**src/rtl/mdl_dleval_gen.sv**
```systemverilog
// Data-length evaluator: counts a bootloader/page length down by lane width, then sequences
// byte-boundary wait, supplementary-start pulse and supplementary completion. Fully registered.
module mdl_dleval_gen #(
    parameter int CNT_W    = 12,
    parameter int BOOT_LEN = 480
) (
    input  logic             i_MCLK,
    input  logic             i_SYS_RST_n,
    input  logic             i_CLK2M_PCEN_n,
    input  logic             i_TST,
    input  logic             i_UMODE_n,
    input  logic [1:0]       i_LANE_SEL,
    input  logic [CNT_W-1:0] i_PAGE_LEN,
    input  logic             i_XFER_START,
    input  logic             i_SLOT_STB,
    input  logic             i_BYTEACQ_DONE,
    input  logic             i_SUPBD_END_n,
    input  logic             i_ABORT,
    output logic             o_SUPBD_START_n,
    output logic             o_EFFBD_DONE,
    output logic             o_BUSY,
    output logic [CNT_W-1:0] o_REMAIN,
    output logic             o_LEN_ERR,
    output logic             o_XFER_DONE
);

    typedef enum logic [1:0] {
        S_IDLE  = 2'd0,
        S_DATA  = 2'd1,
        S_WAIT  = 2'd2,
        S_SUPBD = 2'd3
    } state_t;

    localparam logic [CNT_W-1:0] BOOT_LEN_C = CNT_W'(BOOT_LEN);

    state_t           state_q, state_d;
    logic [CNT_W-1:0] remain_q, remain_d;
    logic [1:0]       lane_q, lane_d;
    logic             err_q, err_d;
    logic             sup_n_q, sup_n_d;
    logic             effbd_q, effbd_d;
    logic             done_q, done_d;

    logic [CNT_W-1:0] step;
    logic [CNT_W-1:0] len_sel;
    logic [CNT_W-1:0] rem_nx;

    assign step    = {{(CNT_W-1){1'b0}}, 1'b1} << lane_q;
    assign len_sel = i_UMODE_n ? BOOT_LEN_C : i_PAGE_LEN;

    always_comb begin
        state_d  = state_q;
        remain_d = remain_q;
        lane_d   = lane_q;
        err_d    = err_q;
        sup_n_d  = sup_n_q;
        effbd_d  = effbd_q;
        done_d   = done_q;
        rem_nx   = remain_q;

        if (!i_CLK2M_PCEN_n) begin
            sup_n_d = 1'b1;
            done_d  = 1'b0;
            if (i_ABORT) begin
                state_d  = S_IDLE;
                remain_d = '0;
            end else begin
                case (state_q)
                    S_IDLE: begin
                        if (i_XFER_START) begin
                            remain_d = len_sel;
                            lane_d   = i_LANE_SEL;
                            err_d    = 1'b0;
                            state_d  = (len_sel == '0) ? S_WAIT : S_DATA;
                        end
                    end
                    S_DATA: begin
                        if (i_SLOT_STB) begin
                            // A short final slot saturates at zero and flags a ragged length.
                            if (i_TST) begin
                                rem_nx = '0;
                            end else if (remain_q < step) begin
                                rem_nx = '0;
                                err_d  = 1'b1;
                            end else begin
                                rem_nx = remain_q - step;
                            end
                            remain_d = rem_nx;
                            if (rem_nx == '0) begin
                                if (i_BYTEACQ_DONE) begin
                                    state_d = S_SUPBD;
                                    sup_n_d = 1'b0;
                                end else begin
                                    state_d = S_WAIT;
                                end
                            end
                        end
                    end
                    S_WAIT: begin
                        if (i_BYTEACQ_DONE) begin
                            state_d = S_SUPBD;
                            sup_n_d = 1'b0;
                        end
                    end
                    S_SUPBD: begin
                        // sup_n_q low marks the entry cycle, where the end strobe is not yet honoured.
                        if (sup_n_q && !i_SUPBD_END_n) begin
                            state_d = S_IDLE;
                            done_d  = 1'b1;
                        end
                    end
                    default: state_d = S_IDLE;
                endcase
            end
            effbd_d = (state_d == S_WAIT) || (state_d == S_SUPBD);
        end
    end

    always_ff @(posedge i_MCLK or negedge i_SYS_RST_n) begin
        if (!i_SYS_RST_n) begin
            state_q  <= S_IDLE;
            remain_q <= '0;
            lane_q   <= 2'd0;
            err_q    <= 1'b0;
            sup_n_q  <= 1'b1;
            effbd_q  <= 1'b0;
            done_q   <= 1'b0;
        end else begin
            state_q  <= state_d;
            remain_q <= remain_d;
            lane_q   <= lane_d;
            err_q    <= err_d;
            sup_n_q  <= sup_n_d;
            effbd_q  <= effbd_d;
            done_q   <= done_d;
        end
    end

    assign o_SUPBD_START_n = sup_n_q;
    assign o_EFFBD_DONE    = effbd_q;
    assign o_BUSY          = (state_q != S_IDLE);
    assign o_REMAIN        = remain_q;
    assign o_LEN_ERR       = err_q;
    assign o_XFER_DONE     = done_q;

endmodule
```
**config.mk**
```make
export PLATFORM = sky130hd
export DESIGN_NAME = mdl_dleval_gen
export DESIGN_NICKNAME = d
export VERILOG_FILES = /design/src/rtl/mdl_dleval_gen.sv
export SDC_FILE = /design/constraint.sdc
export NUM_CORES = 1
export LEC_CHECK = 0
export ABC_AREA = 1
export CORE_MARGIN = 3
export CORE_UTILIZATION = 50
export DETAILED_ROUTE_END_ITERATION = 7
export GPL_ROUTABILITY_DRIVEN = 0
export HOLD_SLACK_MARGIN = 0.06
export PLACE_DENSITY_LB_ADDON = 0.05
export SLEW_MARGIN = 20
export SYNTH_ARGS = -nofsm -noshare
export SYNTH_HDL_FRONTEND = slang
export SYNTH_SLANG_ARGS = --single-unit
```
**constraint.sdc**
```tcl
create_clock -name i_MCLK -period 3.55 [get_ports i_MCLK]
set_input_delay 0.355 -clock i_MCLK [delete_from_list [all_inputs] [get_ports i_MCLK]]
set_output_delay 0.355 -clock i_MCLK [all_outputs]
set_load 0.01 [all_outputs]
```
==> reports/results.txt <==
status: complete, no violations
crit path from: lane_q[1]
CP Data Arrival Time: 2.93 ns
R2R Setup Slk: 0.84 ns
Hold Violations, Final: 0
leading area contributor after synthesis: dfrtp_1
Net Sw Frac: 50.67%
Detail Route Antenna Nets: 0
pwr dens: 699.1 mW/mm2
post-DP HPWL: 3496 um
CP max stage cell: fa_1
share of cells above drive strength 1: 6.960%
Clock Power Share: 9.8%
CP Class: reg2reg
Slew Viols, Final: 0
post-CTS setup buffers: 0
Seq pwr share: 23.4%
CTS H-tree lvls: 1
initial antenna violation count: 0
die width: 62.75 um
top cell type's share of synthesized area: 29.53%
hold wc startpoint: o_SUPBD_START_n
Register-to-Register Path Depth: 15
CTS tree: built
worst-path fanout max: 11
port buffer count: 40
Worst setup EP type: flop
DR WL/cell: 13.90 um
DRC violations left: 0
FP Rows: 19
WHS Path Cells: 2
Worst-Skew Late Latency: 0.32 ns
total CTS buffers: 3
RSZ-0062 raised after global routing: false
WL final: 4380 um
synthesized cell area: 0.001610 mm2
final setup fails: 0
total gr overflow: 0
top post-synthesis cells by area: dfrtp_1 30%, nand2_1 14%, inv_1 7.7%
Root Driver: clkbuf_4
Post-synth EDFFs: 0
Post-Synthesis Net Count: 265
Critical R2R Capture: state_q[0]
Syn Inst Count: 232
cts repair resizes: 0
Die Y: 62.75 um
NetSw: 0.7366 mW
Min-Delay Path Class: reg2reg
Max rail drop VDD: 0.4328 mV
Leak Pwr: 0.9865 nW
via/cell ratio: 5.365
global-route wire length before repair: 7169 um
Yosys warnings: 0
Internal Pwr Total: 0.7172 mW
core area: 0.002900 mm2
via count: 1690
area delta synth->final: 29.14%
Slew @ Worst Pin: 0.9515 ns
post-layout net count: 307
Max Cap Violations: 0
nature of the critical path startpoint: flop
Hold EP: o_SUPBD_START_n
io pins: 41
initial drt markers: 121
CP max stage delay: 0.47 ns
Die Area: 0.003938 mm2
clk slew on worst S/H paths: 0.11 ns
Clock Path Buffers: 2
final setup TNS: 0 ns
prevailing post-synth register cell: dfrtp_1
ys async rst share: 100.0%
largest net degree at the start of global routing: 21
final period utilization: 76.33%
#FFs+latches synth: 20
critical-path cell list: nor2_1 -> ha_1 -> fa_1 -> nor2_4 -> nor2_4 -> a21oi_2 -> nand2_1 -> o21ai_0 -> nor2_1 -> nand4_1 -> nand2_1 -> nand2_1 -> nand2_1 -> nand2_1 -> nand2_1
achievable frequency: 369.0 MHz
register area share after synthesis: 31.16%
total track usage: 22.65%
Tot Pwr: 1.454 mW
number of global-route vias before repair: 1626
CTS sink cnt: 20
worst reg2reg path startpoint: lane_q[1]
combinational share of power: 66.8%
Initial Util: 55.52%
mean cell area of the mapped netlist: 6.941 um2
Worst slew margin: 36.37%
hold buffers post-CTS: 0
ant diodes: 0
skew final: 0.01528 ns
DRT Pass-1 Iters: 4
cell mode on critical path: nand2_1
post-synth cell types: 29
Crit path required time: 3.77 ns
Final min period: 2.710 ns
[kinds of logic after synthesis]
logic type / Yosys count / share of synthesized area, %
flip-flops: 20 / 31.16
multiplexers: 1 / 0.6993
adder cells (fa/ha/maj): 9 / 7.460
AO/OA/AOI/OAI: 38 / 15.62
XOR/XNOR: 1 / 0.5440
AND/OR/NAND/NOR: 125 / 35.12
buffers and inverters: 38 / 9.401
[flip-flops by register name, indices dropped and copies added (netlist names)]
| signal | flops |
|---|---|
| o_XFER_DONE | 1 |
| state_q | 2 |
| lane_q | 2 |
| o_REMAIN | 12 |
| o_LEN_ERR | 1 |
| o_SUPBD_START_n | 1 |
| o_EFFBD_DONE | 1 |
[power groups by stage]
stage / Clock (mW) / Sequential (mW) / Combinational (mW)
after detailed placement: 0 / 0.345 / 0.957
after global placement: 0 / 0.343 / 0.943
after floorplan: 0 / 0.351 / 0.686
after global routing: 0.152 / 0.351 / 1.09
after CTS: 0.144 / 0.340 / 0.962
final: 0.142 / 0.340 / 0.971
[through the flow]
stage	hold slack, ns	worst slack [ns]	cells	util [%]	area, um2
finish	0.5224	0.8402	315	71.70	2079
global route	0.5490	0.5322	315	71.70	2079
CTS	0.5201	0.8683	315	71.70	2079
detailed placement	0.4913	0.8983	311	70.45	2043
global placement	0.4779	0.9642	311	70.45	2043
floorplan	0.05941	1.334	232	-	1610
[per-layer routing]
metal,routed length (um),vias to the layer above,GRT usage [%]
met1,2013,763,29.38
met3,251,8,4.137
met5,0,-,0
met4,63,0,7.163
met2,2052,66,38.08
li1,-,853,-
[worst max path at each step]
stage                     slack [ns]           end
after detailed placement        0.90  o_EFFBD_DONE
after global placement          0.96    state_q[1]
after global routing            0.53    state_q[0]
final                           0.84    state_q[0]
after floorplan                 1.33  o_EFFBD_DONE
after CTS                       0.87    state_q[0]
[cells in the mapped netlist, types with 3 or more instances]
library cell	number
nor2_4	3
nand3_1	23
o21ai_1	3
a21oi_1	9
dfrtp_1	19
inv_1	33
nor4_1	3
ha_1	8
nand3_2	4
o21ai_0	9
o221ai_1	9
nand2_1	58
nor2_1	29
nand4_1	3
[cells in the final DEF (no fill, tap or decap)]
master           Yosys  final
inv_1               33     33
dfstp_2              1      1
fa_1                 1      1
a32o_1               1      1
a21oi_2              2      2
clkbuf_8             0      1
mux2_2               1      1
o211ai_1             2      2
a221oi_1             1      1
nor2_4               3      3
nor4_1               3      3
a22oi_1              1      1
ha_1                 8      8
nor2_1              29     29
clkdlybuf4s50_1      0     40
nand2_1             58     58
o21ai_0              9      9
a21oi_1              9      9
nand2_2              2      2
xnor2_1              1      1
clkbuf_4             0      3
inv_2                2      2
o21ai_1              3      3
nand4_1              3      3
nand3_1             23     23
o311ai_1             1      1
o221ai_1             9      9
dfrtp_1             19     19
nand3_2              4      4
[worst max-delay path, delay by kind of cell (launching register included)]
family                   cells  cell delay, ns
AO/OA/AOI/OAI                2            0.60
adder cells (fa/ha/maj)      2            0.67
flip-flops                   1            0.41
AND/OR/NAND/NOR             11            0.92
[cell type report]
cell class	instances	area, um2
clock buffer	4	36.28
fill	260	820.8
inverter	35	131.4
multi-input combinational	174	957.2
sequential	20	501.7
tap	42	52.55
timing repair buffer	40	400.4
No activity file was read; power rests on OpenSTA's default activity.
